<file path="src/rtl/dcache_sweep_controller.sv">
// Write-back direct-mapped L1 dcache control FSM: line fill/writeback beat sequencing plus a
// whole-cache clean+invalidate sweep. Define DCACHE_PERF_CNT_EN to add hit/miss/writeback counters.
module dcache_sweep_controller #(
  parameter int WORDS_PER_LINE = 4,
  parameter int NUM_SETS       = 64,
  localparam int BEAT_W = $clog2(WORDS_PER_LINE),
  localparam int SET_W  = $clog2(NUM_SETS)
) (
  input  logic              clk,
  input  logic              reset,
  input  logic              pipe_req_valid,
  output logic              pipe_req_fulfilled,
  input  logic              flush_all_req,
  output logic              flush_all_done,
  input  logic              hit,
  input  logic              miss,
  input  logic              valid_dirty_bit,
  output logic              l2_req_valid,
  output logic              l2_req_type,
  input  logic              l2_req_fulfilled,
  output logic [BEAT_W-1:0] beat_index,
  output logic              sweep_mode,
  output logic [SET_W-1:0]  sweep_set,
  output logic              flush_mode,
  output logic              load_mode,
  output logic              set_new_l2_block_address,
  output logic              clear_selected_dirty_bit,
  output logic              clear_selected_valid_bit,
  output logic              finish_new_line_install
`ifdef DCACHE_PERF_CNT_EN
  ,
  output logic [31:0]       hit_count,
  output logic [31:0]       miss_count,
  output logic [31:0]       writeback_count
`endif
);

  localparam logic OP_LOAD  = 1'b0;
  localparam logic OP_STORE = 1'b1;

  typedef enum logic [2:0] {IDLE, FLUSH, LOAD, SW_CHECK, SW_WB, SW_NEXT} state_e;

  state_e            state, state_nxt;
  logic [BEAT_W-1:0] beat_nxt;
  logic [SET_W-1:0]  set_nxt;
  logic              flush_pending, pending_nxt;
  logic              last_beat;

  assign last_beat = (beat_index == BEAT_W'(WORDS_PER_LINE - 1));

  always_ff @(posedge clk or posedge reset) begin
    if (reset) begin
      state         <= IDLE;
      beat_index    <= '0;
      sweep_set     <= '0;
      flush_pending <= 1'b0;
    end else begin
      state         <= state_nxt;
      beat_index    <= beat_nxt;
      sweep_set     <= set_nxt;
      flush_pending <= pending_nxt;
    end
  end

  always_comb begin
    state_nxt                = state;
    beat_nxt                 = beat_index;
    set_nxt                  = sweep_set;
    pipe_req_fulfilled       = 1'b0;
    flush_all_done           = 1'b0;
    l2_req_valid             = 1'b0;
    l2_req_type              = OP_LOAD;
    sweep_mode               = 1'b0;
    flush_mode               = 1'b0;
    load_mode                = 1'b0;
    set_new_l2_block_address = 1'b0;
    clear_selected_dirty_bit = 1'b0;
    clear_selected_valid_bit = 1'b0;
    finish_new_line_install  = 1'b0;
    // Outputs are held at zero for the whole reset assertion, not just from the next edge.
    if (!reset) begin
      unique case (state)
        IDLE: begin
          if (flush_all_req || flush_pending) begin
            state_nxt = SW_CHECK;
            set_nxt   = '0;
          end else if (pipe_req_valid) begin
            if (hit) begin
              pipe_req_fulfilled = 1'b1;
            end else if (miss) begin
              set_new_l2_block_address = 1'b1;
              beat_nxt                 = '0;
              state_nxt                = valid_dirty_bit ? FLUSH : LOAD;
            end
          end
        end
        FLUSH: begin
          flush_mode   = 1'b1;
          l2_req_valid = 1'b1;
          l2_req_type  = OP_STORE;
          if (l2_req_fulfilled) begin
            if (last_beat) begin
              set_new_l2_block_address = 1'b1;
              clear_selected_dirty_bit = 1'b1;
              clear_selected_valid_bit = 1'b1;
              beat_nxt                 = '0;
              state_nxt                = LOAD;
            end else begin
              beat_nxt = beat_index + BEAT_W'(1);
            end
          end
        end
        LOAD: begin
          load_mode    = 1'b1;
          l2_req_valid = 1'b1;
          l2_req_type  = OP_LOAD;
          if (l2_req_fulfilled) begin
            if (last_beat) begin
              finish_new_line_install  = 1'b1;
              clear_selected_dirty_bit = 1'b1;
              beat_nxt                 = '0;
              state_nxt                = IDLE;
            end else begin
              beat_nxt = beat_index + BEAT_W'(1);
            end
          end
        end
        SW_CHECK: begin
          sweep_mode = 1'b1;
          if (valid_dirty_bit) begin
            set_new_l2_block_address = 1'b1;
            beat_nxt                 = '0;
            state_nxt                = SW_WB;
          end else begin
            clear_selected_valid_bit = 1'b1;
            state_nxt                = SW_NEXT;
          end
        end
        SW_WB: begin
          sweep_mode   = 1'b1;
          flush_mode   = 1'b1;
          l2_req_valid = 1'b1;
          l2_req_type  = OP_STORE;
          if (l2_req_fulfilled) begin
            if (last_beat) begin
              clear_selected_dirty_bit = 1'b1;
              clear_selected_valid_bit = 1'b1;
              beat_nxt                 = '0;
              state_nxt                = SW_NEXT;
            end else begin
              beat_nxt = beat_index + BEAT_W'(1);
            end
          end
        end
        SW_NEXT: begin
          sweep_mode = 1'b1;
          if (sweep_set == SET_W'(NUM_SETS - 1)) begin
            flush_all_done = 1'b1;
            set_nxt        = '0;
            state_nxt      = IDLE;
          end else begin
            set_nxt   = sweep_set + SET_W'(1);
            state_nxt = SW_CHECK;
          end
        end
        default: state_nxt = IDLE;
      endcase
    end
    // A request seen mid-sweep must survive the sweep's own SW_CHECK entries, so set beats clear.
    pending_nxt = flush_pending;
    if (state_nxt == SW_CHECK) pending_nxt = 1'b0;
    if (state != IDLE && flush_all_req) pending_nxt = 1'b1;
  end

`ifdef DCACHE_PERF_CNT_EN
  function automatic logic [31:0] sat_inc(input logic [31:0] v);
    return (v == 32'hFFFF_FFFF) ? v : v + 32'd1;
  endfunction

  logic hit_evt, miss_evt, wb_evt;
  assign hit_evt  = (state == IDLE) && pipe_req_fulfilled;
  assign miss_evt = (state == IDLE) && (state_nxt == LOAD || state_nxt == FLUSH);
  assign wb_evt   = (state == FLUSH || state == SW_WB) && l2_req_fulfilled && last_beat;

  always_ff @(posedge clk or posedge reset) begin
    if (reset) begin
      hit_count       <= '0;
      miss_count      <= '0;
      writeback_count <= '0;
    end else begin
      if (hit_evt)  hit_count       <= sat_inc(hit_count);
      if (miss_evt) miss_count      <= sat_inc(miss_count);
      if (wb_evt)   writeback_count <= sat_inc(writeback_count);
    end
  end
`endif

endmodule

</file>
<file path="config.mk">
export PLATFORM = sky130hd
export DESIGN_NAME = dcache_sweep_controller
export DESIGN_NICKNAME = d
export VERILOG_FILES = /design/src/rtl/dcache_sweep_controller.sv
export SDC_FILE = /design/constraint.sdc
export NUM_CORES = 1
export LEC_CHECK = 0
export ABC_AREA = 1
export CORE_UTILIZATION = 30
export DETAILED_ROUTE_END_ITERATION = 10
export PLACE_DENSITY = 0.65
export SYNTH_ARGS = -nofsm -noshare
export SYNTH_HDL_FRONTEND = slang
export SYNTH_SLANG_ARGS = --single-unit
</file>
<file path="constraint.sdc">
create_clock -name clk -period 1.5 [get_ports clk]
set_input_delay 0.3 -clock clk [delete_from_list [all_inputs] [get_ports clk]]
set_output_delay 0.3 -clock clk [all_outputs]
set_load 0.005 [all_outputs]
</file>
# After elaboration in Yosys (flattened, before gate mapping)
# Cells that the tools add are included.
[word_totals]
rom_bits = 0
regBits = 12
memories = 0
latchBits = 0
output_inout_bits = 19
mem_bits_rw = 0
[classes]
multipliers = 0
n_reduce_logical = 12
bitwise_logic = 1
muxes = 60
div_mod_pow = 0
n_shift = 0
n_eq_ne = 15
add_sub_neg = 2
order_cmp = 0
[ops]
columns = ["op", "n"]
rows = [
  ["1-bit two-way mux", 33],
  ["3-bit two-way mux", 11],
  ["2-bit two-way mux", 9],
  ["3-bit one-hot mux with 6 select lines", 1],
  ["6-bit two-way mux", 2],
  ["2-bit != test (second input constant)", 6],
  ["6-bit one-hot mux with 2 select lines", 1],
  ["3-bit by 2-bit == test with 1-bit output (second input constant)", 3],
  ["8-bit AND reduction", 1],
  ["6-bit by 1-bit adder with 6-bit output (second input constant)", 1],
  ["3-bit == test (second input constant)", 2],
  ["6-bit == test (second input constant)", 1],
  ["2-bit one-hot mux with 3 select lines", 1],
  ["3-bit nonzero test", 2],
  ["3-bit OR reduction", 2],
  ["2-bit nonzero test", 2],
  ["3-bit by 1-bit == test with 1-bit output (second input constant)", 1],
  ["3-bit zero test", 1],
  ["1-bit one-hot mux with 3 select lines", 1],
  ["3-bit AND reduction", 1],
  ["2-bit by 1-bit adder with 2-bit output (second input constant)", 1],
  ["2-bit == test (second input constant)", 1],
  ["2-bit by 1-bit != test with 1-bit output (second input constant)", 1],
  ["1-bit one-hot mux with 2 select lines", 1],
  ["4 further kinds", 4],
]

# Depth between registers and ports, before layout
# Gate-level depths: netlist of run 1.
[depth]
ltp_word = 10
depth_mapped = 11
depth_no_buf = 11

# Least setup slack after synthesis of run 1
# Ideal clock, no wire load.
[synth_timing]
path_kind = "register to register"
from = "register sweep_set[0]"
to = "register flush_pending"
setup_slack_ps = 68
required_time_ps = 1384
setup_time_ps = 116
path_stages_with_launch = 12
period_less_slack_ps = 1432
arrival_ps = 1315
path_cell_list = "dfrtp_1 > ha_1 > nand3_1 > nor2_1 > nor2_1 > nor2_1 > nand3_1 > nand2_1 > nand2_1 > nand3_1 > nand2_1 > nand2_1"
[synth_via]
elab_chain_len = 6
[synth_rtl]
columns = ["element", "line", "source"]
rows = [
  ["from (decl)", "23", "output logic [SET_W-1:0] sweep_set,"],
  ["from (signal assigned)", "60", "sweep_set <= set_nxt;"],
  ["6-bit == test", "157", "if (sweep_set == SET_W'(NUM_SETS - 1)) begin"],
  ["2-bit two-way mux", "157", ""],
  ["3-bit one-hot mux with 6 select lines", "82", "unique case (state)"],
  ["3-bit two-way mux", "81", "if (!reset) begin"],
  ["via state_nxt[1]", "43", "state_e state, state_nxt;"],
  ["3-bit by 2-bit == test with 1-bit output", "171", "if (state_nxt == SW_CHECK) pending_nxt = 1'b0;"],
  ["2-bit nonzero test (no source line)", "n/a", ""],
  ["to (signal assigned)", "61", "flush_pending <= pending_nxt;"],
  ["to (decl)", "46", "logic flush_pending, pending_nxt;"],
]
# The timed path passes the listed nets, and every way through them passes these cells.
# A chain may end at the register's enable or synchronous reset.

# Worst setup path in the final report of run 1
[layout_timing]
from = "register state[2]"
to = "output set_new_l2_block_address"
[layout_via]
elab_chain_len = 3
elab_cells_between_ends = 5
[layout_rtl]
columns = ["element", "line", "source"]
rows = [
  ["from (decl)", "43", ""],
  ["from (signal assigned)", "58", "state <= state_nxt;"],
  ["3-bit by 2-bit == test with 1-bit output, or another cell as far along", "82", ""],
  ["1-bit one-hot mux with 3 select lines (*)", "82", ""],
  ["1-bit two-way mux (*)", "81", ""],
  ["to (decl)", "26", "output logic set_new_l2_block_address,"],
]
# Mark *: on every way between the ends. The rest lies on a longest branch, timed or not.

==> results.json, run 1 <==
{
  "vdd_drop_max_mv": 1.095,
  "drt_first_pass_iters": 4,
  "cts_root_buf": "clkbuf_4",
  "row_count": 19,
  "fin_ws_ns": -0.2905,
  "ys_ff_latch": 12,
  "synth_cell_types": 23,
  "r2r_start": "state[0]",
  "via_per_inst": 4.898,
  "cp_num_buf_inv": 3,
  "die-width_um": 55.61,
  "path_clk_slew_ns": 0.07,
  "fill_cells": 203,
  "fp.dieH_um": 55.61,
  "drive_gt1_share_pct": 60.00,
  "wl_per_cell_um": 13.66,
  "cts.sinks": 12,
  "tightest_slew_ns": 0.2630,
  "use_met2_pct": 31.67,
  "cts_buffers": 3,
  "ys_warn_count": 0,
  "min_period_ns": 1.791,
  "cts_tree": "yes",
  "cts.htree.levels": 1,
  "netlist_area_um2": 862.1,
  "port-buffer-count": 26,
  "rr_endpoint": "sweep_set[3]",
  "status": "finished with violations",
  "relSlewSlack_pct": 82.28,
  "final_cell_mix": "buf_4 (39), nand2_1 (18), nor2_1 (16), buf_2 (11)",
  "finalClockSkew_ns": 0.002403,
  "dieArea_um2": 3092,
  "track_usage_pct": 18.46,
  "slew_viol_final": 0,
  "dpl_cell_area_um2": 1379,
  "yosysSeqAreaShare_pct": 34.83,
  "core_area_um2": 2734,
  "initialDrtViolationCount": 43,
  "io_pins": 27,
  "fin_crit_sh_pct": 119.4,
  "grt_overflow": 0,
  "max_cap_violations": 0,
  "syn-num-nets": 137,
  "wl_mm": 3.223,
  "cp-startpoint": "state[2]",
  "cp-start-kind": "register",
  "setup.worst_path.end": "set_new_l2_block_address",
  "groute.layer.met1.usage_pct": 21.96,
  "power_leakage_nw": 0.9311,
  "antenna_found_initial": 0,
  "grt_util_met3_pct": 5.116,
  "syn_area_per_cell_um2": 6.788,
  "path_class": "register to output pin",
  "rsz0062_at_grt": "yes",
  "cp_data_arrival_time_ns": 1.49,
  "grt_max_degree": 18,
  "ys_top_cells_by_area": "dfrtp_1 (35%), nand2_1 (12%), nor2_1 (12%)",
  "end_kind": "output pin",
  "start_util_pct": 31.53,
  "cpPeakStageDelay_ns": 0.44,
  "fin_nets": 216,
  "design_area_um2": 1805,
  "insertion_delay_ns": 0.28,
  "hpwl_mm": 1.792,
  "synth_top_area_share_pct": 34.83,
  "diodes": 0,
  "fmaxAchievable_mhz": 558.5,
  "reg2reg_depth": 10,
  "fin_tns_setup_ns": -3.431,
  "syn2layout_area_growth_pct": 109.4,
  "grt_pass1_wl_mm": 4.485,
  "path_depth": 7,
  "path_max_fanout": 4,
  "reg2reg_slack_ns": -0.23,
  "vias": 1156,
  "ant_nets": 0,
  "grt_pass1_vias": 1044,
  "hold_class": "input pin to async pin",
  "cp_cell_sequence": "inv_2 > buf_6 > nand3_4 > nor2_4 > a311oi_2 > nor2_1 > buf_2",
  "gp_congestion": 0.8742,
  "synth_area_leader_cell": "dfrtp_1",
  "crit_required_ns": 1.20,
  "layout.cells.most_common": "buf_4",
  "grt.busiest_layer": "met2",
  "violations": "setup timing",
  "crit_family": "flip-flops",
  "hold_violations": 0,
  "synthesis.instances": 127,
  "setup_violations": 21,
  "drc": 0,
  "p_per_area_nw_per_um2": 1737,
  "clockBufferDepth": 2,
  "critPathSlowestCell": "dfrtp_1"
}
tightest hold or removal path, delay by kind of cell:
kind / cells / cell delay, ns
buffers and inverters: 4 / 0.82
stage by stage:
step / hold slack [ns] / cells / util [%] / setup slack (ns) / power, mW
6_report: 0.5021 / 236 / 66.04 / -0.2905 / 3.137
2_1_floorplan: 0.3705 / 127 / - / 0.06807 / 1.172
3_3_place_gp: 0.4920 / 213 / 50.43 / -0.5603 / 1.915
4_1_cts: 0.5081 / 229 / 58.67 / -0.2708 / 2.674
3_5_place_dp: 0.4904 / 213 / 50.43 / -0.5469 / 1.941
5_1_grt: 0.5133 / 236 / 66.04 / -0.3338 / 3.333
synthesized netlist by cell type (all sizes together):
master   n
nand2   32
nor2    29
inv     15
dfrtp   12
nand3   12
o21ai    7
nor3     5
buf      3
a21oi    2
ha       2
xor2     2
a311oi   1
mux2i    1
nand4    1
nor3b    1
nor4     1
o211ai   1
layer usage:
| layer | wire (um) | up-vias |
|---|---|---|
| li1 | - | 563 |
| met3 | 148 | 6 |
| met5 | 0 | - |
| met4 | 53 | 0 |
| met1 | 1351 | 549 |
| met2 | 1669 | 38 |
power breakdown:
part / internal [mW] / switching, mW / leakage [nW]
registers: 0.420 / 0.126 / 0.155
logic: 1.21 / 1.12 / 0.755
clock network: 0.148 / 0.115 / 0.0210
total: 1.77 / 1.36 / 0.931
cells by family (layout without fill, tap and decap cells):
family	count (synthesis)	count (layout)	share of synthesized area, %
and+or+nand+nor	81	81	42.24
buffers and inverters	18	96	9.143
DFF	12	12	34.83
AOI/OAI and AO/OA	11	11	7.692
adders and majority gates	2	2	2.902
xor gates and xnor gates	2	2	2.032
muxes	1	1	1.161
worst min path at each step:
stage	depth (start not counted)	slack, ns	endpoint
floorplan	3	0.37	beat_index[0]
finish	4	0.50	sweep_set[4]
global route	4	0.51	sweep_set[4]
global placement	2	0.49	flush_pending
detailed placement	2	0.49	flush_pending
CTS	4	0.51	state[0]
final cells by class:
class / count / area [um^2] / area share, %
flip-flops and latches: 12 / 302.8 / 16.77
clock buffers: 4 / 36.28 / 2.010
multi-input cells: 97 / 724.4 / 40.12
well taps: 31 / 38.79 / 2.148
inverters: 15 / 58.81 / 3.257
repair buffers: 77 / 644.4 / 35.69
state kept, by name, summed over array words and instances, names as in the netlist:
signal	cells
beat_index	2
state	3
flush_pending	1
sweep_set	6
timing repair:
item,4_1_cts,5_1_grt
pin swaps,22,17
resized for setup,96,37
endpoints found under the setup margin,24,23
hold buffers,0,0
setup buffers,13,9
endpoints found under the hold margin,0,0
Power figures use the tool's default switching activity.
==> run 2: changes to the inputs <==
--- a/config.mk
+++ b/config.mk
@@ -6,6 +6,7 @@
 export NUM_CORES = 1
 export LEC_CHECK = 0
 export ABC_AREA = 1
+export CORE_ASPECT_RATIO = 0.7
 export CORE_UTILIZATION = 30
 export DETAILED_ROUTE_END_ITERATION = 10
 export PLACE_DENSITY = 0.65
==> results.json, run 2 (synthesis gave the netlist of run 1 again) <==
{
  "power_frac_comb_pct": 71.6,
  "grt_pass1_wl_mm": 4.961,
  "fin_ws_ns": -0.2977,
  "timing.hold.ws_ns": 0.3733,
  "largestRegisters": "sweep_set: 6 flops, state: 3 flops, beat_index: 2 flops",
  "p_seq_share_pct": 17.2,
  "p_per_area_nw_per_um2": 1717,
  "slew_viol_final": 0,
  "drc": 0,
  "cp_data_arrival_time_ns": 1.50,
  "cp-start-kind": "input pin",
  "min_period_ns": 1.798,
  "p_int_mw": 1.797,
  "diodes": 0,
  "via_per_inst": 5.208,
  "final_cell_mix": "buf_4 (34), buf_6 (17), nand2_1 (16), nor2_1 (15), nand2_2 (12)",
  "end_kind": "output pin",
  "initialDrtViolationCount": 47,
  "fin_nets": 217,
  "io_pins": 27,
  "track_usage_pct": 21.82,
  "setup_violations": 22,
  "relSlewSlack_pct": 80.67,
  "violations": "setup timing",
  "finalClockSkew_ns": 0.003059,
  "cts_root_buf": "clkbuf_8",
  "largest_register_ff_count": 6,
  "port-buffer-count": 26,
  "drive_gt1_share_pct": 61.17,
  "largest_register": "sweep_set",
  "grt_max_degree": 15,
  "max_cap_violations": 0,
  "cts.sinks": 12,
  "die-width_um": 66.07,
  "vias": 1250,
  "ant_nets": 0,
  "place_ws_ns": -0.5453,
  "syn2layout_area_growth_pct": 112.6,
  "core_area_um2": 2590,
  "hpwl_mm": 2.017,
  "fin_tns_setup_ns": -2.896,
  "cts_tree": "yes",
  "p_switching_mw": 1.349,
  "tightest_slew_ns": 0.2869,
  "insertion_delay_ns": 0.24,
  "wl_per_cell_um": 15.29,
  "total_power_mw": 3.147,
  "fill_cells": 189,
  "row_count": 15,
  "vdd_drop_max_mv": 0.9362,
  "final-seq-area_um2": 302.8,
  "fin_crit_sh_pct": 119.8,
  "grt_pass1_vias": 1065,
  "path_max_fanout": 3,
  "dieArea_um2": 3095,
  "start_util_pct": 33.29,
  "cts.htree.levels": 1,
  "power_leakage_nw": 0.9676,
  "antenna_found_initial": 0,
  "hold_buffers": 0,
  "fp.dieH_um": 46.85,
  "crit_required_ns": 1.20,
  "grt_overflow": 0,
  "clockBufferDepth": 2,
  "clkPwrFrac_pct": 11.2,
  "swShare_pct": 42.88,
  "multi_input_comb_area_um2": 695.7,
  "gp_congestion": 0.8697,
  "rsz0062_at_grt": "yes",
  "hold_class": "input pin to async pin",
  "drt_first_pass_iters": 4,
  "path_class": "input pin to output pin",
  "layout.cells.most_common": "buf_4",
  "cts_buffers": 3,
  "fmaxAchievable_mhz": 556.3,
  "hold_violations": 0,
  "status": "finished with violations",
  "path_clk_slew_ns": 0.05,
  "wl_mm": 3.669
}
==> run 2: cell types whose count changed in the layout (fill, tap and decap cells not counted), moves of 3 or more <==
cell            change
clkbuf_8            +3
buf_4               -5
nor2_4              -3
nor2_2              +4
buf_6               +7
clkbuf_4            -3
dlymetal6s2s_1      +4
==> run 2: per-layer routing <==
metal | wire, um | share of wire (%) | track usage [%]
met4 | 205 | 5.6 | 3.830
met3 | 213 | 5.8 | 5.097
met5 | 0 | 0 | 0
met1 | 1445 | 39 | 26.35
met2 | 1804 | 49 | 41.02
==> run 2: timing repair <==
| item | in CTS | in global routing |
|---|---|---|
| pin swaps | 14 | 15 |
| setup endpoints to repair | 23 | 25 |
| gates resized for setup | 102 | 38 |
| setup buffers | 11 | 5 |
==> run 2: critical path: stages <==
cell	delay, ns
clkdlybuf4s50_1	0.55
nand2_1	0.12
nor2_2	0.18
a311oi_2	0.12
nor2_1	0.11
buf_2	0.11
==> run 2: path summary, 6_finish.rpt <==
kind	from	endpoint	cells after the start	slack, ns
min reg2reg	flush_pending	flush_pending	2	0.54
max	pipe_req_valid	set_new_l2_block_address	6	-0.30
min	reset	beat_index[1]	4	0.37
max reg2reg	state[1]	flush_pending	12	-0.15
max in group asynchronous	reset	state[0]	4	0.98
min in group clk	flush_pending	flush_pending	2	0.54
==> run 2: metrics by stage <==
step	instances	instance area, um^2	utilization [%]
global route	240	1833	70.77
CTS	236	1664	64.25
global placement	222	1428	55.12
detailed placement	222	1428	55.12
finish	240	1833	70.77
floorplan	127	862.1	-
==> run 2: power groups by stage <==
stage	sequential (mW)	combinational (mW)	clock, mW
floorplan	0.509	0.662	0
global placement	0.494	1.50	0
detailed placement	0.502	1.52	0
CTS	0.517	1.89	0.358
global route	0.550	2.41	0.371
finish	0.542	2.25	0.353
==> run 2: layout make-up <==
type	count	share of cell area, %
Tap cell	34	2.321
Sequential cell	12	16.52
Multi-Input combinational cell	97	37.95
Inverter	15	3.481
Clock buffer	4	3.003
Timing Repair Buffer	78	36.72
